==> src/rtl/fpu_addsub_param_if.sv <==
// fpu_addsub_param_if: request/result bundle between the CPU and the
// floating-point add/subtract unit.
//
// Signals (W = 1 + EXP_W + MAN_W):
//   start  request strobe, taken only while ready = 1
//   op     0 = A + B, 1 = A - B
//   A, B   operands, IEEE-754-style layout {sign, exponent, fraction}
//   ready  unit idle and able to accept start
//   done   one-cycle pulse, C/flags valid (and held until the next done)
//   C      result
//   flags  {invalid, overflow, underflow, inexact, zero}
//
// Modports: master = requester (CPU side), slave = the arithmetic unit.
interface fpu_addsub_param_if #(
  parameter int EXP_W = 8,
  parameter int MAN_W = 23
);
  localparam int W = 1 + EXP_W + MAN_W;

  logic         start;
  logic         op;
  logic [W-1:0] A;
  logic [W-1:0] B;
  logic         ready;
  logic         done;
  logic [W-1:0] C;
  logic [4:0]   flags;

  modport master (
    output start, op, A, B,
    input  ready, done, C, flags
  );

  modport slave (
    input  start, op, A, B,
    output ready, done, C, flags
  );
endinterface

==> src/rtl/fpu_addsub_param.sv <==
// fpu_addsub_param: multi-cycle floating-point add/subtract with
// parametrised exponent/fraction widths, round-to-nearest-even,
// flush-to-zero of subnormal inputs, zero/inf/NaN handling and status flags.
//
// Ports:
//   clk        rising-edge clock
//   rst        asynchronous, active-high reset (aborts any operation)
//   bus        fpu_addsub_param_if.slave (start/op/A/B in, ready/done/C/flags out)
//   dbg_state  current FSM state encoding (IDLE=0 .. PACK=6)
//
// Pipeline of states, one cycle each:
//   IDLE -> UNPACK -> ALIGN -> ADD -> NORM -> ROUND -> PACK -> IDLE
// done pulses (with ready back at 1) in the cycle after PACK.
module fpu_addsub_param #(
  parameter int EXP_W = 8,
  parameter int MAN_W = 23
) (
  input  logic               clk,
  input  logic               rst,
  fpu_addsub_param_if.slave  bus,
  output logic [2:0]         dbg_state
);
  localparam int W   = 1 + EXP_W + MAN_W;
  localparam int SW  = MAN_W + 4;             // {1.frac, G, R, S}
  localparam int LZW = $clog2(SW + 1);
  localparam int XW  = EXP_W + LZW + 2;       // working exponent, two's complement
  localparam logic [EXP_W-1:0] EXP_MAX   = {EXP_W{1'b1}};
  localparam logic [XW-1:0]    EXP_TOP_X = XW'((1 << EXP_W) - 1);

  typedef enum logic [2:0] {
    S_IDLE, S_UNPACK, S_ALIGN, S_ADD, S_NORM, S_ROUND, S_PACK
  } state_t;

  state_t state;
  assign dbg_state = state;

  // Captured request
  logic [W-1:0] a_r, b_r;
  logic         op_r;
  // UNPACK results
  logic               sa, sb;
  logic [EXP_W-1:0]   ea, eb;
  logic [MAN_W:0]     ma, mb;
  logic               zero_a, zero_b, inf_a, inf_b, nan_a, nan_b;
  // ALIGN results
  logic               res_s, eff_sub;
  logic [EXP_W-1:0]   e_big;
  logic [SW-1:0]      sig_big, sig_small;
  // ADD result (extra bit for carry-out)
  logic [SW:0]        sum;
  // NORM results
  logic [XW-1:0]      exp_n;
  logic [SW-1:0]      sig_n;
  logic               cancel;
  // ROUND results
  logic [XW-1:0]      exp_r;
  logic [MAN_W-1:0]   frac_r;
  logic               inexact_r;

  // ---------------- UNPACK field decode ----------------
  logic [EXP_W-1:0] ua_e, ub_e;
  logic [MAN_W-1:0] ua_f, ub_f;
  assign ua_e = a_r[W-2 -: EXP_W];
  assign ub_e = b_r[W-2 -: EXP_W];
  assign ua_f = a_r[MAN_W-1:0];
  assign ub_f = b_r[MAN_W-1:0];

  // ---------------- ALIGN: order by magnitude, shift the smaller ----------------
  logic               a_ge_b, big_s;
  logic [EXP_W-1:0]   big_e, sml_e, shamt;
  logic [MAN_W:0]     big_m, sml_m;
  logic [SW-1:0]      sml_ext, sml_shift;
  logic               sml_lost;

  always_comb begin
    a_ge_b    = {ea, ma} >= {eb, mb};
    big_s     = a_ge_b ? sa : sb;
    big_e     = a_ge_b ? ea : eb;
    sml_e     = a_ge_b ? eb : ea;
    big_m     = a_ge_b ? ma : mb;
    sml_m     = a_ge_b ? mb : ma;
    shamt     = big_e - sml_e;
    sml_ext   = {sml_m, 3'b000};
    sml_shift = sml_ext >> shamt;
    // Everything pushed below the S position collapses into sticky; very large
    // shifts leave the whole significand in sticky.
    sml_lost  = |(sml_ext & ~({SW{1'b1}} << shamt));
  end

  // ---------------- NORM: leading-zero count ----------------
  logic [LZW-1:0] lzc;
  logic [SW-1:0]  norm_shift;

  always_comb begin
    lzc = LZW'(SW);
    for (int i = 0; i < SW; i++) begin
      if (sum[i]) lzc = LZW'(SW - 1 - i);
    end
    norm_shift = sum[SW-1:0] << lzc;
  end

  // ---------------- ROUND: nearest-even on G/R/S ----------------
  logic           rnd_up;
  logic [MAN_W+1:0] mant_rnd;

  always_comb begin
    rnd_up   = sig_n[2] & (sig_n[1] | sig_n[0] | sig_n[3]);
    mant_rnd = {1'b0, sig_n[SW-1:3]} + {{(MAN_W+1){1'b0}}, rnd_up};
  end

  // ---------------- PACK: specials, range checks, final assembly ----------------
  logic [W-1:0] c_nx;
  logic [4:0]   f_nx;   // {invalid, overflow, underflow, inexact, zero}
  logic         inf_clash;

  always_comb begin
    c_nx      = '0;
    f_nx      = '0;
    inf_clash = inf_a & inf_b & (sa != sb);
    if (nan_a | nan_b | inf_clash) begin
      c_nx    = {1'b0, EXP_MAX, 1'b1, {(MAN_W-1){1'b0}}};
      f_nx[4] = inf_clash;
    end else if (inf_a) begin
      c_nx = {sa, EXP_MAX, {MAN_W{1'b0}}};
    end else if (inf_b) begin
      c_nx = {sb, EXP_MAX, {MAN_W{1'b0}}};
    end else if (zero_a & zero_b) begin
      // Only (-0)+(-0) keeps the minus sign.
      c_nx    = {sa & sb, {(W-1){1'b0}}};
      f_nx[0] = 1'b1;
    end else if (cancel) begin
      c_nx    = '0;
      f_nx[0] = 1'b1;
    end else if (!exp_r[XW-1] && (exp_r >= EXP_TOP_X)) begin
      c_nx    = {res_s, EXP_MAX, {MAN_W{1'b0}}};
      f_nx[3] = 1'b1;
      f_nx[1] = 1'b1;
    end else if (exp_r[XW-1] || (exp_r == '0)) begin
      c_nx    = {res_s, {(W-1){1'b0}}};
      f_nx[2] = 1'b1;
      f_nx[1] = 1'b1;
      f_nx[0] = 1'b1;
    end else begin
      c_nx    = {res_s, exp_r[EXP_W-1:0], frac_r};
      f_nx[1] = inexact_r;
    end
  end

  // ---------------- Control FSM and registered outputs ----------------
  // Handshake: a request is taken on a rising edge where start=1 and ready=1;
  // ready drops to 0 the next cycle, start is ignored while ready=0, and
  // done pulses for one cycle with ready=1 again, so a start presented in the
  // done cycle is taken immediately. C/flags hold until the next done.
  always_ff @(posedge clk or posedge rst) begin
    if (rst) begin
      state     <= S_IDLE;
      bus.ready <= 1'b1;
      bus.done  <= 1'b0;
      bus.C     <= '0;
      bus.flags <= '0;
    end else begin
      bus.done <= 1'b0;
      case (state)
        S_IDLE: begin
          if (bus.start) begin
            state     <= S_UNPACK;
            bus.ready <= 1'b0;
          end
        end
        S_UNPACK: state <= S_ALIGN;
        S_ALIGN:  state <= S_ADD;
        S_ADD:    state <= S_NORM;
        S_NORM:   state <= S_ROUND;
        S_ROUND:  state <= S_PACK;
        S_PACK: begin
          state     <= S_IDLE;
          bus.ready <= 1'b1;
          bus.done  <= 1'b1;
          bus.C     <= c_nx;
          bus.flags <= f_nx;
        end
        default:  state <= S_IDLE;
      endcase
    end
  end

  // ---------------- Datapath registers ----------------
  always_ff @(posedge clk or posedge rst) begin
    if (rst) begin
      a_r       <= '0;
      b_r       <= '0;
      op_r      <= 1'b0;
      sa        <= 1'b0;
      sb        <= 1'b0;
      ea        <= '0;
      eb        <= '0;
      ma        <= '0;
      mb        <= '0;
      zero_a    <= 1'b0;
      zero_b    <= 1'b0;
      inf_a     <= 1'b0;
      inf_b     <= 1'b0;
      nan_a     <= 1'b0;
      nan_b     <= 1'b0;
      res_s     <= 1'b0;
      eff_sub   <= 1'b0;
      e_big     <= '0;
      sig_big   <= '0;
      sig_small <= '0;
      sum       <= '0;
      exp_n     <= '0;
      sig_n     <= '0;
      cancel    <= 1'b0;
      exp_r     <= '0;
      frac_r    <= '0;
      inexact_r <= 1'b0;
    end else begin
      case (state)
        S_IDLE: begin
          if (bus.start) begin
            a_r  <= bus.A;
            b_r  <= bus.B;
            op_r <= bus.op;
          end
        end
        S_UNPACK: begin
          sa     <= a_r[W-1];
          sb     <= b_r[W-1] ^ op_r;      // subtraction = add with B negated
          ea     <= ua_e;
          eb     <= ub_e;
          // exp=0 (zero or subnormal) is flushed: significand forced to 0.
          ma     <= (ua_e == '0) ? '0 : {1'b1, ua_f};
          mb     <= (ub_e == '0) ? '0 : {1'b1, ub_f};
          zero_a <= (ua_e == '0);
          zero_b <= (ub_e == '0);
          inf_a  <= (ua_e == EXP_MAX) && (ua_f == '0);
          inf_b  <= (ub_e == EXP_MAX) && (ub_f == '0);
          nan_a  <= (ua_e == EXP_MAX) && (ua_f != '0);
          nan_b  <= (ub_e == EXP_MAX) && (ub_f != '0);
        end
        S_ALIGN: begin
          res_s     <= big_s;
          eff_sub   <= sa ^ sb;
          e_big     <= big_e;
          sig_big   <= {big_m, 3'b000};
          sig_small <= sml_shift | SW'(sml_lost);
        end
        S_ADD: begin
          // The larger magnitude is first, so the difference never goes negative.
          sum <= eff_sub ? ({1'b0, sig_big} - {1'b0, sig_small})
                         : ({1'b0, sig_big} + {1'b0, sig_small});
        end
        S_NORM: begin
          cancel <= (sum == '0);
          if (sum[SW]) begin
            sig_n <= {sum[SW:2], sum[1] | sum[0]};
            exp_n <= XW'(e_big) + XW'(1);
          end else begin
            sig_n <= norm_shift;
            exp_n <= XW'(e_big) - XW'(lzc);
          end
        end
        S_ROUND: begin
          inexact_r <= sig_n[2] | sig_n[1] | sig_n[0];
          if (mant_rnd[MAN_W+1]) begin
            frac_r <= mant_rnd[MAN_W:1];
            exp_r  <= exp_n + XW'(1);
          end else begin
            frac_r <= mant_rnd[MAN_W-1:0];
            exp_r  <= exp_n;
          end
        end
        default: ;
      endcase
    end
  end
endmodule
==> src/flat_wrapper.sv <==
// flat-port wrapper written by rule: the top's interface ports become plain ports
module fpu_addsub_param_flat 
#(
  parameter int EXP_W = 8,
  parameter int MAN_W = 23
)
  (clk, rst, dbg_state, bus_start, bus_op, bus_A, bus_B, bus_ready, bus_done, bus_C, bus_flags);
  fpu_addsub_param_if #(.EXP_W(EXP_W), .MAN_W(MAN_W)) bus_i ();
  input  logic clk;
  input  logic rst;
  output logic [2:0] dbg_state;
  input wire logic [$bits(bus_i.start)-1:0] bus_start;
  input wire logic [$bits(bus_i.op)-1:0] bus_op;
  input wire logic [$bits(bus_i.A)-1:0] bus_A;
  input wire logic [$bits(bus_i.B)-1:0] bus_B;
  output wire logic [$bits(bus_i.ready)-1:0] bus_ready;
  output wire logic [$bits(bus_i.done)-1:0] bus_done;
  output wire logic [$bits(bus_i.C)-1:0] bus_C;
  output wire logic [$bits(bus_i.flags)-1:0] bus_flags;
  assign bus_i.start = bus_start;
  assign bus_i.op = bus_op;
  assign bus_i.A = bus_A;
  assign bus_i.B = bus_B;
  assign bus_ready = bus_i.ready;
  assign bus_done = bus_i.done;
  assign bus_C = bus_i.C;
  assign bus_flags = bus_i.flags;
  fpu_addsub_param #(.EXP_W(EXP_W), .MAN_W(MAN_W)) u_core (.clk(clk), .rst(rst), .bus(bus_i), .dbg_state(dbg_state));
endmodule
==> config.mk <==
export PLATFORM = sky130hd
export DESIGN_NAME = fpu_addsub_param_flat
export DESIGN_NICKNAME = d
export VERILOG_FILES = /design/src/rtl/fpu_addsub_param_if.sv /design/src/rtl/fpu_addsub_param.sv /design/src/flat_wrapper.sv
export SDC_FILE = /design/constraint.sdc
export NUM_CORES = 1
export LEC_CHECK = 0
export CAP_MARGIN = 20
export CELL_PAD_IN_SITES_DETAIL_PLACEMENT = 1
export CELL_PAD_IN_SITES_GLOBAL_PLACEMENT = 1
export CORE_MARGIN = 1
export CORE_UTILIZATION = 43
export CTS_CLUSTER_SIZE = 24
export DETAILED_ROUTE_END_ITERATION = 10
export MAX_ROUTING_LAYER = met4
export PLACE_DENSITY_LB_ADDON = 0.1
export SYNTH_ARGS = -nofsm -noshare
export SYNTH_HDL_FRONTEND = slang
export SYNTH_SLANG_ARGS = --single-unit
==> constraint.sdc <==
create_clock -name clk -period 11.1 [get_ports clk]
set_input_delay 2.22 -clock clk [delete_from_list [all_inputs] [get_ports clk]]
set_output_delay 2.22 -clock clk [all_outputs]
set_load 0.01 [all_outputs]
== After elaboration in Yosys (flattened, before gate mapping) ==
Index checks and enable logic that the tools add are counted.
Word-level totals
  word-level logic and storage cells: 155
  output and inout bits: 42
  register bits: 350
  input bits: 68
Operators by class
  shifts and indexed selects: 3
  $lt $le $gt $ge: 2
  $add $sub $neg: 7
  eq/ne operators: 10
  muxes and demuxes: 64
  bitwise operators: 17
  reduce and logical (&&, ||, !) cells: 20
Operator list (number)
  32-bit two-way mux: 5
  24-bit two-way mux: 4
  5-bit two-way mux: 16
  31-bit two-way mux: 2
  23-bit logical NOT: 2
  23-bit nonzero test: 2
  4-bit two-way mux: 11
  32-bit greater-or-equal comparator: 1
  15-bit two-way mux: 2
  27-bit by 27-bit adder with 28-bit output: 1
  28-bit logical NOT: 1
  28-bit two-way mux: 1
  27-bit by 27-bit subtractor with 28-bit output: 1
  27-bit bitwise AND: 1
  27-bit two-way mux: 1
  27-bit NOT: 1
  27-bit by 1-bit OR with 27-bit output: 1
  27-bit OR reduction: 1
  27-bit by 5-bit left shift with 27-bit output: 1
  27-bit by 8-bit left shift with 27-bit output (first input constant): 1
  27-bit by 8-bit >> shifter with 27-bit output: 1
  24-bit by 1-bit adder with 25-bit output: 1
  23-bit two-way mux: 1
  3-bit one-hot mux with 6 select lines: 1
  27 further kinds: 63

== Logic depth before layout (Yosys ltp) ==
  depth after elaboration: 29
  mapped depth: 22
  gate-level depth less buffers: 19

== Worst setup path before layout ==
Ideal clock, no wire load.
  kind: reg-to-reg
  start: register u_core.eb[4]
  end: register u_core.sig_small[5]
  stages on the path, launching flop included: 21
  library setup time: 0.126 ns
  path buffers: 3
  setup slack: 6.976 ns
  required time: 10.974 ns
  data arrival time: 3.998 ns
  clock period less this slack: 4.124 ns
  path through: dfrtp_1 -> inv_1 -> ha_1 -> nand4_2 -> o221ai_1 -> a21oi_1 -> o21ai_2 -> a21o_1 -> buf_2 -> mux2i_1 -> inv_1 -> ha_1 -> clkbuf_1 -> clkinv_1 -> clkbuf_1 -> mux2i_1 -> nand2_1 -> nand3_1 -> nor2_1 -> a41o_1 -> a221o_1
On the way
  word-level cells in the longest chain between the ends: 5
  elaborated cells on any way between the ends: 7
  those cells by class: add/sub (1); order compare (1); shift (1); mux (3); bitwise (1)
RTL lines
  from (decl): RTL line fpu_addsub_param.sv:42  | logic [EXP_W-1:0] ea, eb;
  from (signal assigned): RTL line fpu_addsub_param.sv:230  | eb <= ub_e;
  32-bit greater-or-equal comparator: RTL line fpu_addsub_param.sv:76  | a_ge_b = {ea, ma} >= {eb, mb};
  8-bit two-way mux, on equally long branches: RTL line fpu_addsub_param.sv:78, fpu_addsub_param.sv:79
  8-bit subtractor: RTL line fpu_addsub_param.sv:82  | shamt = big_e - sml_e;
  27-bit by 8-bit >> shifter with 27-bit output *: RTL line fpu_addsub_param.sv:84  | sml_shift = sml_ext >> shamt;
  27-bit by 1-bit OR with 27-bit output *: RTL line fpu_addsub_param.sv:246  | sig_small <= sml_shift | SW'(sml_lost);
  to (signal assigned): RTL line fpu_addsub_param.sv:246
  to (decl): RTL line fpu_addsub_param.sv:48  | logic [SW-1:0] sig_big, sig_small;
Every way passes the cells marked *; elsewhere a longest branch is shown, timed or not.
A chain may end at the register's enable or synchronous reset.

== Final worst setup path ==
  start: register u_core.eb[0]
  end: register u_core.sig_small[5]
The elaborated chain is that of the path after synthesis.

==> flow_metrics.py <==
metrics = {
    "clocking": {
        "htree_levels": 2,
        "cts-resized-gates": 0,
        "numCtsBuffers": 41,
        "cts_setup_buffers": 0,
        "tritoncts": "done",
        "clk_pin_slew_worst_paths_ps": 60,
        "cts_max_path_buffers": 3,
        "ctsRootBufferMaster": "clkbuf_16",
        "numClockSinks": 345,
        "clk_latency_ps": 580,
        "postCtsHoldBufs": 0,
    },
    "cells_and_area": {
        "utilization_pct": 49.5,
        "fill_cells": 5622,
        "final_nets": 2499,
        "drive_gt1_share_pct": 9.46,
        "final-seq-area_um2": 8630,
        "multi_input_area_um2": 11600,
        "diodes": 0,
        "syn2layout_area_growth_pct": 14.0,
    },
    "global_routing": {
        "grt_pass1_vias": 18500,
        "track_usage_pct": 27.7,
        "grt_pass1_wl_um": 106000,
        "grt_max_degree": 163,
        "overflow": 0,
        "antenna_found_initial": 0,
    },
    "min_path": {
        "hp-start": "u_core.exp_r[13]",
        "hold_path.class": "reg2reg",
    },
    "floorplanning": {
        "io_pins": 110,
        "floorplan.die.width_um": 224,
        "die_y_um": 224,
        "coreArea_um2": 48800,
        "rows": 81,
        "die-area_um2": 50200,
        "start_util_pct": 43.4,
    },
    "placed_design": {
        "globalplace.congestion": 0.920,
        "hpwl_um": 50100,
        "portBuffers": 109,
    },
    "routing": {
        "postRouteAntennaNets": 0,
        "num_vias": 17800,
        "totalWireLength_um": 67000,
        "viasPerCell": 5.89,
        "wire_per_inst_um": 22.1,
        "drtPass1Iterations": 6,
        "drt_iter0_markers": 1002,
        "drc": 0,
    },
    "critical_path": {
        "cp.required_ps": 11560,
        "startpoint": "u_core.eb[0]",
        "crit_type": "reg2reg",
        "endpoint_kind": "register",
        "critPathMaxFanout": 25,
        "r2r-start": "u_core.eb[0]",
        "start_kind": "register",
        "worstPathArrival_ps": 6820,
    },
    "flow_run": {
        "max_cap_viol_count": 0,
    },
    "sta": {
        "fin_crit_sh_pct": 57.3,
        "finalSetupViolCount": 0,
        "min_period_ps": 6360,
        "setup_tns_ps": 0,
        "rsz0062_at_grt": "false",
        "slew_violations": 0,
        "timing.fmax_mhz": 157,
        "finalHoldViolations": 0,
        "clock_skew_ps": 33.6,
        "relSlewSlack_pct": 29.3,
        "worst_pin_slew_ps": 1060,
    },
    "logic_synthesis": {
        "synth_edf_count": 0,
        "synth_top_family_by_area": "compound AO/OA/AOI/OAI gates",
        "synth_xor_xnor_area_share_pct": 2.84,
        "yosysSeqAreaShare_pct": 40.7,
        "yosysWarnings": 0,
        "ys.flop_type": "dfrtp_1",
        "syn_area_um2": 21200,
        "synth_mux_area_share_pct": 11.8,
        "yosysMostFrequentCell": "dfrtp_1",
        "yosys.area_share.simple_pct": 14.7,
        "synthAdderAreaFrac_pct": 5.56,
        "netlist.area_leader.share_pct": 40.6,
        "synth_seq_cells": 345,
        "synth-async-reset-ratio_pct": 100,
        "synth_common_cells": "dfrtp_1, nand2_1, nor2_1, mux2i_1, o21ai_0",
        "synth-compound-area-share_pct": 19.7,
        "yosys.area.top_type": "dfrtp_1",
        "ys_types": 87,
        "avgSynthCellArea_um2": 9.24,
        "postSynthCellCount": 2296,
        "synth_fp_nets": 2457,
        "ys_top_cells_by_area": "dfrtp_1, mux2i_1, ha_1",
    },
    "outcome": {
        "status": "finished clean",
    },
}
## critical path, cell delays in order (launching register included)
cell and delay [ps]:
dfrtp_1 390, inv_1 70, ha_1 990, nand4_1 280
a211oi_1 290, o22ai_1 120, o21ai_2 260, a21o_1 190
mux2i_1 340, inv_1 80, ha_1 890, clkinv_1 1020
mux2i_1 490, nand2_1 100, nand3_1 120, nor2_1 50
a41o_1 210, a221o_1 340
## path summary, 6_finish.rpt
check | cells after the start | slack, ps | end
worst max-delay path | 17 | 4740 | u_core.sig_small[5]
worst min-delay path | 1 | 470 | u_core.exp_r[13]
worst max register to register | 17 | 4740 | u_core.sig_small[5]
worst min register to register | 1 | 470 | u_core.exp_r[13]
max in group asynchronous | 4 | 7300 | u_core.inf_a
min in group asynchronous | 2 | 1940 | u_core.sum[18]
## cells by family (layout without fill, tap and decap cells)
family                   after synthesis  in the layout
XOR/XNOR                              67             67
adder cells (fa/ha/maj)               93             93
AND/OR/NAND/NOR                      684            684
multiplexers                         233            233
flip-flops                           345            345
buffers and inverters                251            322
AO/OA/AOI/OAI                        623            623
## metal layers
metal | GRT usage, % | routed length, um | vias up
li1 | - | - | 8387
met1 | 35.8 | 30700 | 9015
met2 | 44.8 | 31800 | 320
met3 | 3.57 | 2360 | 117
met4 | 9.52 | 2150 | 0
met5 | - | 0 | -
## area by class of cell
type | count | area share (%)
sequential | 345 | 35.7
clock inverter | 12 | 0.518
inverter | 108 | 1.69
tap | 664 | 3.44
timing repair buffer | 142 | 5.62
multi-input combinational | 1700 | 48.2
clock buffer | 60 | 4.83
## state kept, by name, indices dropped and copies added, names as in the netlist, 5 cells and up
register and cells:
u_core.a_r 32, u_core.b_r 32, u_core.bus.C 32, u_core.bus.flags 5, u_core.e_big 8, u_core.ea 8
u_core.eb 8, u_core.exp_n 10, u_core.exp_r 15, u_core.frac_r 23, u_core.ma 24, u_core.mb 24
u_core.sig_big 24, u_core.sig_n 27, u_core.sig_small 27, u_core.sum 28
## placed cells by master (no fill, tap or decap), drive strengths merged, types with 7 or more instances in the layout
cell type	count
a211o	8
a211oi	20
a21boi	8
a21o	28
a21oi	119
a22o	78
a22oi	10
a31oi	52
and2	8
and3	18
buf	33
clkbuf	60
clkdlybuf4s50	109
clkinv	9
dfrtp	344
ha	91
inv	106
mux2	92
mux2i	136
nand2	292
nand2b	20
nand3	44
nand4	23
nor2	155
nor2b	16
nor3	44
nor3b	8
nor4	26
o211ai	14
o21a	7
o21ai	150
o21bai	8
o221ai	8
o22ai	23
o31ai	33
or3	9
xnor2	38
xor2	29
## per-stage QoR
stage               std cells  instance area [um^2]  setup WS, ps  hold WS [ps]
floorplan                2296                 21200          4260           440
CTS                      3029                 24100          4750           482
global placement         2957                 22900          5000           456
detailed placement       2957                 22900          4770           465
finish                   3031                 24200          4740           475
global route             3031                 24200          4230           497
Power is not shown: default switching activity piles up to over one toggle a cycle in this logic, so the estimate is an artifact.
